### config.mk
export PLATFORM = sky130hd
export DESIGN_NAME = combination_entry_sequencer
export DESIGN_NICKNAME = d
export VERILOG_FILES = /design/src/rtl/combination_entry_sequencer_pkg.sv /design/src/rtl/combination_entry_sequencer_phase_timer.sv /design/src/rtl/combination_entry_sequencer.sv
export SDC_FILE = /design/constraint.sdc
export NUM_CORES = 1
export LEC_CHECK = 0
export ABC_AREA = 1
export CORE_MARGIN = 2
export CORE_UTILIZATION = 50
export DETAILED_ROUTE_END_ITERATION = 6
export GPL_TIMING_DRIVEN = 0
export PLACE_DENSITY = 0.81
export SYNTH_ARGS = -nofsm -noshare
export SYNTH_HDL_FRONTEND = slang
export SYNTH_HIERARCHICAL = 1
export SYNTH_SLANG_ARGS = --single-unit
### constraint.sdc
create_clock -name Clk -period 2.95 [get_ports Clk]
set_clock_uncertainty 0.15 [all_clocks]
set_input_delay 0.59 -clock Clk [delete_from_list [all_inputs] [get_ports Clk]]
set_output_delay 0.59 -clock Clk [all_outputs]
set_load 0.005 [all_outputs]
### src/rtl/combination_entry_sequencer_pkg.sv
// Shared encodings and helpers for the combination entry sequencer and lock tests.
package combination_entry_sequencer_pkg;

    localparam int unsigned CNT_W  = 8;
    localparam int unsigned CODE_W = 4;
    localparam int unsigned STEP_W = 2;

    localparam logic [STEP_W-1:0] LAST_STEP = 2'd2;

    typedef enum logic [1:0] {
        LOCK_S0 = 2'b00,
        LOCK_S1 = 2'b01,
        LOCK_S2 = 2'b10,
        LOCK_S3 = 2'b11
    } lock_state_e;

    typedef enum logic [1:0] {
        SEQ_IDLE  = 2'b00,
        SEQ_DRIVE = 2'b01,
        SEQ_GAP   = 2'b10,
        SEQ_CHECK = 2'b11
    } seq_state_e;

    typedef struct packed {
        logic key2;
        logic key1;
    } keys_t;

    // Bit n set means step n uses Key2; all other steps use Key1.
    localparam logic [3:0] STEP_KEY2_MAP = 4'b0010;

    function automatic keys_t step_keys(input logic [STEP_W-1:0] step);
        keys_t k;
        k.key2 = STEP_KEY2_MAP[step];
        k.key1 = ~STEP_KEY2_MAP[step];
        return k;
    endfunction

    function automatic lock_state_e lock_after_step(input logic [STEP_W-1:0] step);
        return lock_state_e'(step + STEP_W'(1));
    endfunction

endpackage

### src/rtl/combination_entry_sequencer_phase_timer.sv
// Loadable down-counter timing the HOLD, GAP and TIMEOUT phases.
module combination_entry_sequencer_phase_timer
    import combination_entry_sequencer_pkg::*;
(
    input  logic             clk_i,
    input  logic             rst_i,
    input  logic             load_i,
    input  logic [CNT_W-1:0] load_val_i,
    input  logic             en_i,
    output logic             zero_c_o
);

    logic [CNT_W-1:0] count_q;

    always_ff @(posedge clk_i or posedge rst_i) begin
        if (rst_i) begin
            count_q <= '0;
        end else if (load_i) begin
            count_q <= load_val_i;
        end else if (en_i && (count_q != '0)) begin
            count_q <= count_q - CNT_W'(1);
        end
    end

    assign zero_c_o = (count_q == '0);

endmodule

### src/rtl/combination_entry_sequencer.sv
// Drives the three (key, password) steps of the combination lock and reports Done/Fail.
module combination_entry_sequencer
    import combination_entry_sequencer_pkg::*;
#(
    parameter int unsigned HOLD_CYCLES = 4,
    parameter int unsigned GAP_CYCLES  = 2,
    parameter int unsigned TIMEOUT     = 16
) (
    input  logic              Clk,
    input  logic              Reset,
    input  logic              Start,
    input  logic              Abort,
    input  logic [CODE_W-1:0] Code0,
    input  logic [CODE_W-1:0] Code1,
    input  logic [CODE_W-1:0] Code2,
    input  logic [1:0]        LockState,
    output logic              Key1,
    output logic              Key2,
    output logic [CODE_W-1:0] Password,
    output logic              Busy,
    output logic              Done,
    output logic              Fail
);

    // Timer is loaded with N-1 so that a phase lasts exactly N cycles.
    localparam logic [CNT_W-1:0] HOLD_LOAD    = CNT_W'(HOLD_CYCLES - 1);
    localparam logic [CNT_W-1:0] GAP_LOAD     = CNT_W'(GAP_CYCLES - 1);
    localparam logic [CNT_W-1:0] TIMEOUT_LOAD = CNT_W'(TIMEOUT - 1);

    seq_state_e        state_q, state_d;
    logic [STEP_W-1:0] step_q, step_d;
    logic [CODE_W-1:0] c0_q, c0_d, c1_q, c1_d, c2_q, c2_d;
    logic              key1_q, key1_d, key2_q, key2_d;
    logic [CODE_W-1:0] pwd_q, pwd_d;
    logic              busy_q;
    logic              done_q, done_d, fail_q, fail_d;

    logic              tmr_load;
    logic [CNT_W-1:0]  tmr_val;
    logic              tmr_en;
    logic              tmr_zero;

    function automatic logic [CODE_W-1:0] code_for_step(input logic [STEP_W-1:0] step,
                                                        input logic [CODE_W-1:0] a,
                                                        input logic [CODE_W-1:0] b,
                                                        input logic [CODE_W-1:0] c);
        case (step)
            2'd0:    return a;
            2'd1:    return b;
            default: return c;
        endcase
    endfunction

    combination_entry_sequencer_phase_timer u_timer (
        .clk_i      (Clk),
        .rst_i      (Reset),
        .load_i     (tmr_load),
        .load_val_i (tmr_val),
        .en_i       (tmr_en),
        .zero_c_o   (tmr_zero)
    );

    always_ff @(posedge Clk or posedge Reset) begin
        if (Reset) begin
            state_q <= SEQ_IDLE;
            step_q  <= '0;
            c0_q    <= '0;
            c1_q    <= '0;
            c2_q    <= '0;
            key1_q  <= 1'b0;
            key2_q  <= 1'b0;
            pwd_q   <= '0;
            busy_q  <= 1'b0;
            done_q  <= 1'b0;
            fail_q  <= 1'b0;
        end else begin
            state_q <= state_d;
            step_q  <= step_d;
            c0_q    <= c0_d;
            c1_q    <= c1_d;
            c2_q    <= c2_d;
            key1_q  <= key1_d;
            key2_q  <= key2_d;
            pwd_q   <= pwd_d;
            busy_q  <= (state_d != SEQ_IDLE);
            done_q  <= done_d;
            fail_q  <= fail_d;
        end
    end

    // Outputs are computed for the next state so they are visible the cycle after the edge.
    always_comb begin
        state_d  = state_q;
        step_d   = step_q;
        c0_d     = c0_q;
        c1_d     = c1_q;
        c2_d     = c2_q;
        key1_d   = key1_q;
        key2_d   = key2_q;
        pwd_d    = pwd_q;
        done_d   = done_q;
        fail_d   = fail_q;
        tmr_load = 1'b0;
        tmr_val  = '0;
        tmr_en   = 1'b0;

        case (state_q)
            SEQ_IDLE: begin
                if (Start) begin
                    c0_d             = Code0;
                    c1_d             = Code1;
                    c2_d             = Code2;
                    step_d           = '0;
                    done_d           = 1'b0;
                    fail_d           = 1'b0;
                    {key2_d, key1_d} = step_keys(STEP_W'(0));
                    pwd_d            = Code0;
                    tmr_load         = 1'b1;
                    tmr_val          = HOLD_LOAD;
                    state_d          = SEQ_DRIVE;
                end
            end
            SEQ_DRIVE: begin
                if (tmr_zero) begin
                    key1_d   = 1'b0;
                    key2_d   = 1'b0;
                    tmr_load = 1'b1;
                    tmr_val  = GAP_LOAD;
                    state_d  = SEQ_GAP;
                end else begin
                    tmr_en = 1'b1;
                end
            end
            SEQ_GAP: begin
                if (tmr_zero) begin
                    tmr_load = 1'b1;
                    tmr_val  = TIMEOUT_LOAD;
                    state_d  = SEQ_CHECK;
                end else begin
                    tmr_en = 1'b1;
                end
            end
            SEQ_CHECK: begin
                // A match in the final timeout cycle still counts as success.
                if (LockState == lock_after_step(step_q)) begin
                    if (step_q == LAST_STEP) begin
                        done_d  = 1'b1;
                        pwd_d   = '0;
                        state_d = SEQ_IDLE;
                    end else begin
                        step_d           = step_q + STEP_W'(1);
                        {key2_d, key1_d} = step_keys(step_d);
                        pwd_d            = code_for_step(step_d, c0_q, c1_q, c2_q);
                        tmr_load         = 1'b1;
                        tmr_val          = HOLD_LOAD;
                        state_d          = SEQ_DRIVE;
                    end
                end else if (tmr_zero) begin
                    fail_d  = 1'b1;
                    pwd_d   = '0;
                    state_d = SEQ_IDLE;
                end else begin
                    tmr_en = 1'b1;
                end
            end
            default: state_d = SEQ_IDLE;
        endcase

        if (Abort && (state_q != SEQ_IDLE)) begin
            state_d  = SEQ_IDLE;
            step_d   = '0;
            key1_d   = 1'b0;
            key2_d   = 1'b0;
            pwd_d    = '0;
            done_d   = 1'b0;
            fail_d   = 1'b0;
            tmr_load = 1'b1;
            tmr_val  = '0;
            tmr_en   = 1'b0;
        end
    end

    assign Key1     = key1_q;
    assign Key2     = key2_q;
    assign Password = pwd_q;
    assign Busy     = busy_q;
    assign Done     = done_q;
    assign Fail     = fail_q;

endmodule

==> run summary <==
Die Ht: 68.28 um
hold depth: 2
Avg Cell Area, Syn: 7.679 um2
Synth Register Bits: 33
CP max stage delay: 0.41 ns
final hold violations: 0
Yosys Warn Count: 6
CTS Hold Buffers Added: 0
Synth Cell Area: 0.002066 mm2
CP top delay family: simple AND/OR/NAND/NOR gates
WL/cell: 11.80 um
post-synth top area share: 0.3998
clock buffer depth: 2
worst-margin pin slew: 0.9142 ns
core area: 0.004000 mm2
R2R Setup Slk: 0.41 ns
share of cells above drive strength 1: 0.1503
Max-cap violations: 0
CP Data Required Time: 3.03 ns
post-synth top area cell: dfrtp_1
post-CTS resize count: 0
Crit Path Category: reg2reg
CP max FO: 10
largest net degree at the start of global routing: 26
Post-CTS Setup Bufs: 0
Fill cells: 357
die footprint: 0.004661 mm2
most frequent cells in the layout: 78 x nand2_1, 37 x inv_1, 33 x dfrtp_1, 26 x clkdlybuf4s50_1, 19 x nand3_1
origin of the critical flop-to-flop path: step_q[0]
Area Overhead vs Synth: 21.80%
initial core utilization: 0.5164
VDD IR max: 0.0004919 V
Worst setup EP type: flop
Syn Inst Count: 269
Seq/Total Area, Yosys: 0.3998
Die W: 68.28 um
Rel. slew slack: 0.3899
Tcrit/Tclk final: 0.8616
Ant. Diodes: 0
FF-to-FF path depth: 15
RSZ-0062 raised after global routing: false
initial antenna violation count: 0
status: finished, final reports clean
Worst setup SP type: flop
top cells by area, synth: dfrtp_1 40%, nand2_1 14%, inv_1 6.7%, mux2_2 6.0%, ha_1 5.5%
HP Class: reg2reg
vias in the first global route: 1679
Peak Freq: 0.3934 GHz
Synth cell types: 27
Critical path buffers and inverters: 5
Placement Rows: 23
initial DRC count: 104
TritonCTS clock tree: yes
Worst Path Arrival: 2.62 ns
CTS Sinks: 33
DP Wirelength: 3245 um
Slew Limit Fails: 0
final hold slack: 0.3295 ns
P_leak: 0.001244 uW
Final min period: 2.542 ns
Pre-antenna DRT Iters: 4
hold_sp: Password[3]
routed wire length: 4200 um
Nets: 332
port bufs: 26
I/O Pins: 27
final RePlAce weighted congestion: 0.9228
Vias/cell: 4.994
cts bufs inserted: 5
most common cell after layout, fill and taps aside: nand2_1
worst r2r dst: u_timer/count_q[6]
power per cell area: 916.2 mW/mm2
Slowest cell on crit path: ha_1
gr usage total: 0.2106
Clk pin slew, worst setup/hold paths: 0.08 ns
antenna viol nets, final: 0
root buf cell: clkbuf_8
Worst-Skew Late Latency: 0.29 ns
CP dominant cell by count: nand2_1
H-tree Lvls: 2
worst hold path endpoint: Password[3]
via count: 1778
global-route wire length before repair: 7307 um
CP Cell Sequence: inv_1, ha_1, inv_2, nand2_1, nand2_2, nand4_1, inv_1, nor2_1, nand2_1, nand2_1, inv_1, clkbuf_2, nor3_1, nand2_1, nand3_1
Setup-failing EPs final: 0
DRC viols: 0
global route overflow: 0
setup_tns: 0 ns
==> metal layers <==
metal	vias up	GRT usage	routed length (um)	part of all wire
met3	8	0.05263	201	0.048
met1	799	0.2758	2007	0.48
met5	-	0	0	0
li1	921	-	-	-
met4	0	0.09250	76	0.018
met2	50	0.3289	1916	0.46
==> Yosys cell counts <==
cell type,number
o21ai_4,1
nand3_2,1
buf_6,1
o21ai_0,18
ha_1,9
o22ai_1,1
nor2_2,3
a22oi_1,1
o21ai_2,6
clkbuf_1,1
a21oi_4,1
conb_1,1
or2_2,1
mux2_2,11
nor2_1,16
dfrtp_1,33
a21oi_1,11
nand2_2,4
nor3_1,1
inv_1,37
nand2_1,78
nand4_1,4
buf_2,1
inv_2,4
o21ai_1,2
nand3_1,19
nor2_4,3
==> cell type report <==
| class | instances | area [um2] | share of cell area |
|---|---|---|---|
| Multi-Input combinational cell | 195 | 1077 | 0.4281 |
| Sequential cell | 33 | 825.8 | 0.3282 |
| Timing Repair Buffer | 26 | 260.3 | 0.1034 |
| Inverter | 41 | 153.9 | 0.06116 |
| Clock buffer | 5 | 68.82 | 0.02735 |
| Tap cell | 50 | 62.56 | 0.02486 |
| Clock inverter | 3 | 46.29 | 0.01840 |
| Buffer | 3 | 21.27 | 0.008454 |
==> registers in the layout, indices dropped and copies added (netlist names) <==
name and count:
Busy 1, Done 1, Fail 1, Key1 1
Key2 1, Password 4, c0_q 4, c1_q 4
c2_q 4, state_q 2, step_q 2, u_timer/count_q 8
==> worst max-delay path by stage <==
stage / start / endpoint / slack (ns) / cells after the start
6_report: step_q[0] / u_timer/count_q[6] / 0.41 / 15
5_1_grt: step_q[0] / u_timer/count_q[7] / 0.11 / 15
4_1_cts: step_q[0] / u_timer/count_q[1] / 0.33 / 15
3_5_place_dp: LockState[1] / u_timer/count_q[1] / 0.24 / 13
2_1_floorplan: step_q[0] / u_timer/count_q[1] / 0.71 / 15
3_3_place_gp: LockState[1] / u_timer/count_q[1] / 0.24 / 13
==> per-stage QoR <==
step                instances  utilization  worst slack [ns]  total power, uW  cell area (um2)
finish                    356       0.6290            0.4081             2305             2516
global route              356       0.6290            0.1078             2524             2516
CTS                       356       0.6287            0.3305             2320             2515
detailed placement        348       0.5999            0.2430             1875             2400
global placement          348       0.5999            0.2352             1835             2400
floorplan                 272            -            0.7066             1578             2077
==> cells by family after synthesis <==
logic type,after synthesis,synth area share
DFF,33,0.3998
other,1,0.001815
muxes,11,0.05996
buffers and inverters,44,0.08418
and+or+nand+nor,130,0.2768
adders and majority gates,9,0.05451
AOI/OAI and AO/OA,41,0.1230
==> worst register-to-register path: stages (launching register included) <==
cell and delay, ns:
dfrtp_1 0.40, inv_1 0.10, ha_1 0.41, inv_2 0.09, nand2_1 0.08, nand2_2 0.06
nand4_1 0.22, inv_1 0.08, nor2_1 0.12, nand2_1 0.06, nand2_1 0.05, inv_1 0.05
clkbuf_2 0.18, nor3_1 0.27, nand2_1 0.09, nand3_1 0.07
==> power by group <==
group          switching, uW  leakage [uW]  internal [uW]  total [uW]
sequential               130      0.000411            641         771
clock                    179     0.0000543            253         431
combinational            628      0.000778            475        1100
Power figures use the tool's default switching activity.
